$ cat config.mk
export PLATFORM = sky130hd
export DESIGN_NAME = datapath_regs
export DESIGN_NICKNAME = d
export VERILOG_FILES = /design/src/rtl/datapath_regs.sv
export SDC_FILE = /design/constraint.sdc
export NUM_CORES = 1
export LEC_CHECK = 0
export ABC_AREA = 1
export CORE_ASPECT_RATIO = 0.8
export CORE_MARGIN = 2
export CORE_UTILIZATION = 46
export CTS_BUF_LIST = sky130_fd_sc_hd__clkbuf_4
export CTS_CLUSTER_DIAMETER = 50
export DETAILED_ROUTE_END_ITERATION = 8
export PLACE_DENSITY = 0.7
export SYNTH_ARGS = -nofsm -noshare
export SYNTH_HDL_FRONTEND = slang
export SYNTH_SLANG_ARGS = --single-unit
$ cat constraint.sdc
create_clock -name clk -period 2.2 [get_ports clk]
set_input_delay 0.44 -clock clk [delete_from_list [all_inputs] [get_ports clk]]
set_output_delay 0.44 -clock clk [all_outputs]
set_load 0.01 [all_outputs]
$ cat src/rtl/datapath_regs.sv
// Execution datapath: three working registers, operand muxes, 4-function ALU,
// write-back with per-register clear, registered output port and carry flag.
module datapath_regs #(
  parameter int WIDTH = 8
) (
  input  logic             clk,
  input  logic             resDatapath,
  input  logic [1:0]       wen,
  input  logic             wsel,
  input  logic [1:0]       asel,
  input  logic [1:0]       bsel,
  input  logic             datasel,
  input  logic [1:0]       alusel,
  input  logic [2:0]       resReg,
  input  logic [WIDTH-1:0] dataIn,
  output logic [WIDTH-1:0] dataOut,
  output logic             eq,
  output logic             carry
);

  localparam logic [WIDTH-1:0] ZERO_C = {WIDTH{1'b0}};
  localparam logic [WIDTH-1:0] ONE_C  = {{(WIDTH-1){1'b0}}, 1'b1};

  logic [WIDTH-1:0] r0_r, r1_r, r2_r;
  logic [WIDTH-1:0] dout_r;
  logic             carry_r;

  logic [WIDTH-1:0] a_bus_s, b_bus_s;
  logic [WIDTH:0]   sum_s, dif_s;
  logic [WIDTH-1:0] alu_res_s;
  logic             alu_flag_s;
  logic [WIDTH-1:0] wd_s;
  logic             tgt_clr_s;

  // Operand muxes: A and B bus selection from registers or constants
  always_comb begin
    a_bus_s = ZERO_C;
    b_bus_s = ONE_C;
    case (asel)
      2'b00:   a_bus_s = r0_r;
      2'b01:   a_bus_s = r1_r;
      2'b10:   a_bus_s = r2_r;
      default: a_bus_s = ZERO_C;
    endcase
    case (bsel)
      2'b00:   b_bus_s = r0_r;
      2'b01:   b_bus_s = r1_r;
      2'b10:   b_bus_s = r2_r;
      default: b_bus_s = ONE_C;
    endcase
  end

  assign sum_s = {1'b0, a_bus_s} + {1'b0, b_bus_s};
  assign dif_s = {1'b0, a_bus_s} + {1'b0, ~b_bus_s} + {{WIDTH{1'b0}}, 1'b1};

  // ALU: subtraction reports borrow, the inverted carry-out of A + ~B + 1
  always_comb begin
    alu_res_s  = ZERO_C;
    alu_flag_s = 1'b0;
    case (alusel)
      2'b00: begin
        alu_res_s  = sum_s[WIDTH-1:0];
        alu_flag_s = sum_s[WIDTH];
      end
      2'b01: begin
        alu_res_s  = dif_s[WIDTH-1:0];
        alu_flag_s = ~dif_s[WIDTH];
      end
      2'b10: begin
        alu_res_s  = a_bus_s & b_bus_s;
        alu_flag_s = 1'b0;
      end
      default: begin
        alu_res_s  = a_bus_s | b_bus_s;
        alu_flag_s = 1'b0;
      end
    endcase
  end

  // Write-back data and whether the write target is being cleared this edge
  always_comb begin
    wd_s      = ZERO_C;
    tgt_clr_s = 1'b0;
    if (datasel) begin
      wd_s = dataIn;
    end else begin
      wd_s = alu_res_s;
    end
    case (wen)
      2'b01:   tgt_clr_s = resReg[0];
      2'b10:   tgt_clr_s = resReg[1];
      2'b11:   tgt_clr_s = resReg[2];
      default: tgt_clr_s = 1'b0;
    endcase
  end

  // Working registers; a clear bit overrides a write to the same register
  always_ff @(posedge clk or posedge resDatapath) begin
    if (resDatapath) begin
      r0_r <= ZERO_C;
      r1_r <= ZERO_C;
      r2_r <= ZERO_C;
    end else begin
      if (resReg[0])          r0_r <= ZERO_C;
      else if (wen == 2'b01)  r0_r <= wd_s;
      if (resReg[1])          r1_r <= ZERO_C;
      else if (wen == 2'b10)  r1_r <= wd_s;
      if (resReg[2])          r2_r <= ZERO_C;
      else if (wen == 2'b11)  r2_r <= wd_s;
    end
  end

  // Output port captures the pre-write A bus; carry follows ALU write-backs only
  always_ff @(posedge clk or posedge resDatapath) begin
    if (resDatapath) begin
      dout_r  <= ZERO_C;
      carry_r <= 1'b0;
    end else begin
      if (wsel) dout_r <= a_bus_s;
      if ((wen != 2'b00) && !datasel && !tgt_clr_s) carry_r <= alu_flag_s;
    end
  end

  assign dataOut = dout_r;
  assign carry   = carry_r;
  assign eq      = (a_bus_s == b_bus_s);

endmodule

* Word level (Yosys, flattened, before mapping)
Cells that the tools add are included.
** Cells by class
- Muxes and demuxes :: 12
- Add/sub/neg operators :: 3
- Reductions and logical operators :: 11
- Equality and inequality tests :: 10
- Bitwise gates (word level) :: 4
** Operator list (number)
- $pmux W8 S3 :: 3
- $mux W8 :: 7
- $add A8 B8 Y9 :: 2
- $eq A2 B2 Y1 const B :: 5
- $add A9 B1 Y9 const B :: 1
- $and A8 B8 Y8 :: 1
- $eq A2 B1 Y1 const B :: 4
- $eq A8 B8 Y1 :: 1
- $not A8 Y8 :: 1
- $or A8 B8 Y8 :: 1
- $reduce_bool A2 Y1 :: 4
- $logic_not A2 Y1 :: 3
- $pmux W1 S3 :: 1
- $logic_and A1 B1 Y1 :: 2
- $logic_not A1 Y1 :: 2
- $pmux W1 S2 :: 1
- $not A1 Y1 :: 1
** Word-level totals
- Bits of input ports :: 23
- Output and inout bits :: 10
- Bits in registers :: 33
- Logic and storage cells :: 45

* Logic depth before layout (Yosys ltp)
- Depth in word-level cells :: 9
- Depth in mapped cells :: 20
- Depth with buffers taken out :: 19

* Least setup slack after synthesis
Ideal clock, no wire load.
- Path kind :: input to register
- From :: input asel[1]
- To :: register r0_r[7]
- Setup slack :: -0.377 ns
- Stages :: 18
- Setup time :: 0.117 ns
- Data arrival time :: 2.461 ns
- Required time :: 2.083 ns
- Cell sequence :: inv_1 nand2_1 inv_1 a221oi_1 inv_1 ha_1 nor2_1 nand2_1 nand2_1 nand2_1 nand2_1 nand2_1 nand3_1 nand3_1 nand2_1 nand2_2 nand2_1 nand2_1
** Between the ends
- Longest elaborated chain between the ends :: 8
- Elaborated cells between the ends (all ways) :: 13
- Those cells by class :: add/sub (3); eq/ne (2); mux (5); bitwise (2); reduce/logical (1)
** Ends and longest elaborated chain
- start, declared :: line 10 : input logic [1:0] asel,
- $eq A2 B2 Y1, or another cell as far along :: line 39 : case (asel)
- $pmux W8 S3 * :: line 39
- via a_bus_s[1] :: line 28 : logic [WIDTH-1:0] a_bus_s, b_bus_s;
- $add A8 B8 Y9 :: line 54 : assign dif_s = {1'b0, a_bus_s} + {1'b0, ~b_bus_s} + {{WIDTH{1'b0}}, 1'b1};
- $add A9 B1 Y9 :: line 54
- $pmux W8 S3 * :: line 60 : case (alusel)
- $mux W8 * :: line 84 : if (datasel) begin
- $mux W8 * :: line 105 : else if (wen == 2'b01) r0_r <= wd_s;
- $mux W8 * :: line 104 : if (resReg[0]) r0_r <= ZERO_C;
- end signal, assigned :: line 105
- end, declared :: line 24 : logic [WIDTH-1:0] r0_r, r1_r, r2_r;
The timed path passes the listed nets; every way through them passes the cells marked *. The select of a mux whose other input is x is not followed.
A chain may end at the register's enable or synchronous reset.

* Final worst setup path
- From :: input asel[1]
- To :: output eq
** Between the ends
- Longest elaborated chain between the ends :: 3
- Elaborated cells between the ends (all ways) :: 5
- Those cells by class :: eq/ne (3); mux (1); reduce/logical (1)
** Ends and longest elaborated chain
- $eq A2 B2 Y1, or another cell as far along :: line 39
- $pmux W8 S3 * :: line 39
- via a_bus_s[4] :: line 28
- $eq A8 B8 Y1 * :: line 126 : assign eq = (a_bus_s == b_bus_s);
- end, declared :: line 17 : output logic eq,
The timed path passes the listed nets; every way through them passes the cells marked *.

==> results.json <==
{
  "p_per_area_nw_per_um2": 414.1,
  "gp_congestion": 0.9074,
  "synth.area.top_cells": "dfrtp_1 29%, nand2_1 18%, ha_1 11%",
  "dp_hpwl_mm": 6.680,
  "die_w_um": 91.66,
  "synth_top_area_frac": 0.2920,
  "grt_pass1_vias": 3082,
  "path_clk_slew_ps": 110,
  "grt_max_degree": 34,
  "ys_seq_area_frac": 0.2920,
  "ys_warn_count": 0,
  "track_usage": 0.2755,
  "rows": 25,
  "yosys.cell_types.count": 33,
  "critPathKind": "in2out",
  "synth_top_cell_by_area": "dfrtp_1",
  "seqCellArea_um2": 830.8,
  "port_buffers": 32,
  "root_buffer": "clkbuf_4",
  "insertedDiodeCount": 0,
  "yosys_most_used_dff": "dfrtp_1",
  "drive_above_1_share": 0.4309,
  "postRouteAntennaNets": 0,
  "finalSetupTns_ps": -2297,
  "dp_slack_ps": -1164,
  "dr.pass1.iters": 5,
  "syn_area_um2": 2828,
  "endpoint_kind": "output port",
  "setup_ws_ps": -231.0,
  "multi_input_area_um2": 2302,
  "numCtsBuffers": 5,
  "avgSynthCellArea_um2": 6.561,
  "coreArea_um2": 5912,
  "htreeDepth": 2,
  "cp.required_ps": 1760,
  "post-route-min-period_ps": 2431,
  "dieArea_um2": 6794,
  "drc": 0,
  "hold_class": "in2async",
  "synth_nets": 481,
  "detail_route.wl_per_cell_um": 15.41,
  "filler_cell_count": 409,
  "critPathLaunchType": "primary input",
  "nets": 592,
  "rsz0062_at_grt": "true",
  "grt_overflow": 0,
  "routed_wl_mm": 9.616,
  "total_power_mw": 1.888,
  "synth_enable_flop_cells": 0,
  "p_leak_nw": 2.291,
  "cts_tree": "built",
  "syn_inst": 431,
  "drt-initial-drc-count": 307,
  "timing.fmax_ghz": 0.4113,
  "vias_per_cell": 5.340,
  "violations": "setup timing",
  "pin_count": 33,
  "start_util": 0.4783,
  "insertion_delay_ps": 340,
  "reg2reg_depth": 15,
  "min_period_over_period": 1.105,
  "fin_skew_ps": 10.89,
  "antenna_found_initial": 0,
  "die_y_um": 74.13,
  "clk_path_buf_depth": 2,
  "setup_violations": 20,
  "num_vias": 3332,
  "hold_viol_final": 0,
  "final_max_slew_viol_count": 0,
  "synth_seq_cells": 33,
  "crit_arrival_ps": 1990,
  "status": "complete, but fails checks",
  "cts.sinks": 33,
  "relSlewSlack": 0.6127,
  "area_growth_syn_to_layout_pct": 61.28,
  "ir_drop_mv": 0.4180,
  "synth_common_cells": "136 x nand2_1, 70 x inv_1, 44 x nor2_1, 33 x dfrtp_1, 32 x nand3_1",
  "yosysMostFrequentCell": "nand2_1",
  "synthArstFlopShare": 1.000,
  "crit_fanout": 7,
  "worstMarginPinSlew_ps": 579.1,
  "drv_cap": 0,
  "grt_pass1_wl_mm": 14.81
}
cells by family (layout without fill, tap and decap cells):
| group | after synthesis | count (layout) | share of synthesized area |
|---|---|---|---|
| AND/OR/NAND/NOR | 234 | 234 | 0.3451 |
| buffers and inverters | 81 | 193 | 0.1142 |
| AO/OA/AOI/OAI | 56 | 56 | 0.1239 |
| flip-flops | 33 | 33 | 0.2920 |
| adder cells (fa/ha/maj) | 27 | 27 | 0.1248 |
what timing repair did:
action	4_1_cts	5_1_grt
buffers inserted	12	9
resized for setup	82	82
endpoints found under the hold margin	0	0
setup endpoints to repair	26	23
pin swaps	33	56
hold buffers	0	0
worst max-delay path: stages:
cell        delay [ps]
buf_8               80
clkinvlp_4         130
nand2_4            120
inv_8               60
buf_6              120
a221oi_4           280
inv_2               90
ha_4               280
nand2_2             60
nor3_2             160
buf_2              160
cells in the final DEF, fill, tap and decap left out, drive strengths merged, types with 10 or more instances in the layout:
master	n
nand2	140
buf	85
inv	72
nor2	45
dfrtp	33
nand3	32
clkdlybuf4s50	27
ha	25
a21oi	19
o21ai	17
a221oi	10
layout make-up:
class / count / share of cell area
multi-input combinational: 317 / 0.5048
timing repair buffer: 112 / 0.2145
sequential: 33 / 0.1822
inverter: 73 / 0.06420
tap: 81 / 0.02222
clock buffer: 5 / 0.008230
clock inverter: 3 / 0.003841
sequential cells by signal (all words and copies together) (netlist names):
name and cells:
carry 1, dataOut 8, r1_r 8, r2_r 8, r0_r 8
report_power, final:
group | leakage [nW] | switching [mW] | internal [mW]
Clock | 0.0310 | 0.226 | 0.121
Sequential | 0.432 | 0.0366 | 0.647
Combinational | 1.83 | 0.471 | 0.388
Total | 2.29 | 0.733 | 1.16
routing by layer:
metal	part of all wire	global-route usage
met1	0.43	0.3792
met2	0.47	0.4559
met3	0.070	0.04357
met4	0.025	0.08081
met5	0	0
worst paths after layout:
| path | startpoint | end | slack, ps |
|---|---|---|---|
| worst min register to register | r0_r[6]$_DFFE_PP0P_ | r0_r[6]$_DFFE_PP0P_ | 500 |
| worst min-delay path | resDatapath | r0_r[5]$_DFFE_PP0P_ | 480 |
| worst max register to register | r2_r[0]$_DFFE_PP0P_ | carry$_DFFE_PP0P_ | -170 |
| max in group asynchronous | resDatapath | r1_r[1]$_DFFE_PP0P_ | 1390 |
| worst max-delay path | asel[1] | eq | -230 |
| min in group clk | r0_r[6]$_DFFE_PP0P_ | r0_r[6]$_DFFE_PP0P_ | 500 |
per-stage QoR:
| stage | utilization | cell area, um2 | instances | hold WS (ps) |
|---|---|---|---|---|
| 6_report | 0.7714 | 4561 | 624 | 476.4 |
| 5_1_grt | 0.7714 | 4561 | 624 | 512.5 |
| 4_1_cts | 0.7137 | 4219 | 615 | 494.3 |
| 3_5_place_dp | 0.6540 | 3866 | 596 | 474.0 |
| 3_3_place_gp | 0.6540 | 3866 | 596 | 467.2 |
| 2_1_floorplan | - | 3030 | 431 | 448.8 |
Power figures use the tool's default switching activity.
==> edit 1 (same settings) <==
Set the parameter `WIDTH` to 10 (it was 8).
--- a/src/rtl/datapath_regs.sv
+++ b/src/rtl/datapath_regs.sv
@@ -1,7 +1,7 @@
 // Execution datapath: three working registers, operand muxes, 4-function ALU,
 // write-back with per-register clear, registered output port and carry flag.
 module datapath_regs #(
-  parameter int WIDTH = 8
+  parameter int WIDTH = 10
 ) (
   input  logic             clk,
   input  logic             resDatapath,
Interface: changed (resized dataIn and dataOut); port bits go from 33 to 37. No check against the original RTL was run, so the function may have changed too.
==> edit 1 against the original RTL <==
- the flow still finishes with violations (negative setup slack)
- sequential power grew 23%
- die area grew 23%
- cell area grew 29%
- synthesized area grew 24%
- wire length grew 45%
- fmax shrank 7.3%
- final cell count grew 27%
- total power grew 33%
- register-to-register slack lost 0.17 ns
- sequential cell count grew 8
- global-route usage grew 4.0 points
- worst hold slack gained 0.027 ns
- non-clock buffer count grew 61
- worst setup slack lost 0.19 ns
- highest routed layer unchanged
==> edit 1: results <==
export IMPL_status="finished, violations left"
export IMPL_violations="negative setup slack"
export IMPL_clkTransAtPathRegs_ns=0.13
export IMPL_reg2reg_depth=19
export IMPL_r2r_setup_slack_ns=-0.34
export IMPL_vdd_drop_max_v=0.000324
export IMPL_grt_util_met1_pct=39.0
export IMPL_grt_start_max_net_pins=42
export IMPL_io_buffers=36
export IMPL_grt_pass1_wl_um=20500
export IMPL_p_leak_nw=2.91
export IMPL_synthTopCellsByCount="142 x nand2_1, 72 x inv_1, 41 x dfrtp_1, 39 x nor2_1, 36 x nand3_1"
export IMPL_synthTopCellsByArea="dfrtp_1 29%, nand2_1 15%, ha_1 11%"
export IMPL_post_cts_buffers=18
export IMPL_arrival_ns=2.18
export IMPL_crit_end="eq"
export IMPL_crit_start="r2_r[1]"
export IMPL_h_tree_depth=2
export IMPL_first_iter_violations=348
export IMPL_dp_hpwl_um=9150
export IMPL_num_fill_cells=453
export IMPL_place_ws_ns=-1.30
export IMPL_grt_util_met3_pct=5.11
export IMPL_place_gp_congestion=0.984
export IMPL_globalRouteMet2Util_pct=56.8
export IMPL_wl_met3_um=1150
export IMPL_via_count=4450
export IMPL_fin_ws_ns=-0.424
export IMPL_yosysSeqAreaShare_pct=29.3
export IMPL_wl_met2_um=6800
export IMPL_powerClk_uw=492
export IMPL_max_slew_margin_rel_pct=63.4
export IMPL_cts_repair_resized=122
export IMPL_clock_latency_ns=0.36
export IMPL_met1Wirelength_um=5440
export IMPL_synth_compound_area_share_pct=16.6
export IMPL_tns_ns=-8.48
export IMPL_synthXorXnorAreaFrac_pct=0.250
export IMPL_post_synth_fa_ha_maj_area_fraction_pct=11.9
export IMPL_hold_worst_slack_ns=0.503
export IMPL_pwr_share_clk_pct=19.7
export IMPL_placed_area_um2=4950
export IMPL_synth_cell_types=40
export IMPL_rr_startpoint="r0_r[0]"
export IMPL_crit_fanout=3
export IMPL_finalSetupViolCount=29
export IMPL_drtPass1Iterations=6
export IMPL_r2r_end="r0_r[6]"
export IMPL_skew_ns=0.0135
export IMPL_drive_above_1_share_pct=46.3
export IMPL_wirelength_um=14000
export IMPL_fin_nets=742
export IMPL_grtUsageTotal_pct=31.6
export IMPL_grt_pass1_vias=4243
export IMPL_syn_num_nets=572
export IMPL_p_seq_share_pct=33.6
export IMPL_p_int_mw=1.56
edit 1: cell types whose count changed after synthesis, moves of 6 or more:
cell	delta
nand2_1	+6
a21oi_1	+8
o21bai_1	+10
inv_2	+14
dfrtp_1	+8
o21ai_1	+17
edit 1: cell families after synthesis:
family / after synthesis
simple gates: 245
buf+inv: 100
compound gates: 96
flops: 41
fa+ha+maj: 32
xor+xnor: 1
edit 1: per-stage QoR:
stage,instances,util [%]
floorplan,515,-
global placement,758,67.0
detailed placement,758,67.0
CTS,782,75.8
global route,790,79.6
finish,790,79.6
edit 1: area by class of cell:
cell class,instances,area (um2),area share (%)
timing repair buffer,173,1450,24.7
inverter,90,383,6.51
tap,105,131,2.23
sequential,41,1030,17.5
multi-input combinational,374,2810,47.9
clock inverter,2,35.0,0.596
clock buffer,5,37.5,0.638
edit 1: critical path, cell delays in order (launching register included):
cell      delay (ns)
dfrtp_2         0.46
a221oi_4        0.35
inv_2           0.09
ha_1            0.38
nand4_1         0.19
nor4_4          0.20
buf_2           0.17
==> edit 2 (same settings) <==
Made on the original files. Register the output `dataOut` once more, cleared by the reset; this adds one clock of latency there. The other outputs are not delayed to match.
--- a/src/rtl/datapath_regs.sv
+++ b/src/rtl/datapath_regs.sv
@@ -121,7 +121,13 @@
     end
   end
 
-  assign dataOut = dout_r;
+  always_ff @(posedge clk or posedge resDatapath) begin
+    if (resDatapath) begin
+      dataOut <= '0;
+    end else begin
+      dataOut <= dout_r;
+    end
+  end
   assign carry   = carry_r;
   assign eq      = (a_bus_s == b_bus_s);
 
Formal check against the unedited RTL: not equivalent (Yosys sat finds a counterexample within 4 cycles, from zero or initial values).
==> edit 2 against the original RTL <==
- the run still ends with negative setup slack left
- cell area up 3.6%
- largest power group is now sequential cells
- total power up 8.7%
- synthesized area up 7.3%
- critical path depth down 2
- final cell count up 3.5%
- worst setup slack better by 0.042 ns
- wire length down 2.4%
- sequential cell count up 8
- first-iteration DRC count down 32%
==> edit 2: results <==
export IMPL_syn_num_nets=488
export IMPL_fin_nets=611
export IMPL_ys_ff_latch=41
export IMPL_place_gp_congestion=0.896
export IMPL_wl_met3_um=689
export IMPL_synth_compound_area_share_pct=13.0
export IMPL_skew_ns=0.0117
export IMPL_clkTransAtPathRegs_ns=0.13
export IMPL_crit_fanout=2
export IMPL_drive_above_1_share_pct=40.6
export IMPL_p_leak_nw=2.40
export IMPL_clk_share_pct=1.17
export IMPL_regArea_um2=1030
export IMPL_wl_met2_um=4460
export IMPL_post_synth_fa_ha_maj_area_fraction_pct=11.6
export IMPL_clock_latency_ns=0.37
export IMPL_synth_cell_types=34
export IMPL_hold_path_class="reg2reg"
export IMPL_status="finished, violations left"
export IMPL_arrival_ns=1.95
export IMPL_wirelength_um=9380
export IMPL_buffer_area_share_pct=22.2
export IMPL_via_count=3336
export IMPL_violations="negative setup slack"
export IMPL_vdd_drop_max_v=0.000305
export IMPL_post_place_cells=621
export IMPL_met1Wirelength_um=4130
export IMPL_fin_cells=646
export IMPL_synthTopCellsByCount="133 x nand2_1, 66 x inv_1, 41 x dfrtp_1, 39 x nor2_1, 33 x nand3_1"
export IMPL_grtUsageTotal_pct=25.2
export IMPL_placed_area_um2=4100
export IMPL_utilization_pct=74.1
export IMPL_finalSetupViolCount=18
export IMPL_postSynthAreaPerCell_um2=6.93
export IMPL_grt_pass1_vias=3018
export IMPL_grt_start_max_net_pins=42
export IMPL_synthTopCellsByArea="dfrtp_1 34%, nand2_1 16%, ha_1 10%"
export IMPL_multi_input_gates=313
export IMPL_grt_pass1_wl_um=14200
export IMPL_globalRouteMet2Util_pct=39.9
export IMPL_fin_ws_ns=-0.189
export IMPL_buffers=123
==> edit 2: report_power, final <==
| part | internal, mW | switching (mW) |
|---|---|---|
| logic | 0.383 | 0.446 |
| clock network | 0.121 | 0.266 |
| registers | 0.806 | 0.0307 |
==> edit 2: timing repair <==
action | 4_1_cts | 5_1_grt
setup endpoints to repair | 26 | 23
setup buffers | 8 | 11
pin swaps | 37 | 39
gates resized for setup | 86 | 76
==> edit 2: critical path: stages (launching register included) <==
cell and delay (ns):
dfrtp_1 0.42, inv_2 0.07, nor2_1 0.04, a221oi_1 0.20, buf_4 0.17, ha_4 0.20
inv_4 0.06, nand4_1 0.13, nor3_4 0.15, buf_2 0.15
==> edit 2: worst paths after layout <==
path,from,to,slack [ns]
hold / removal,dout_r[2],dataOut[2],0.38
hold reg to reg,dout_r[2],dataOut[2],0.38
min in group asynchronous,resDatapath,dataOut[3],0.49
setup / recovery,r0_r[7],eq,-0.19
max in group asynchronous,resDatapath,dout_r[0],1.36
setup reg to reg,r2_r[4],r1_r[7],-0.14
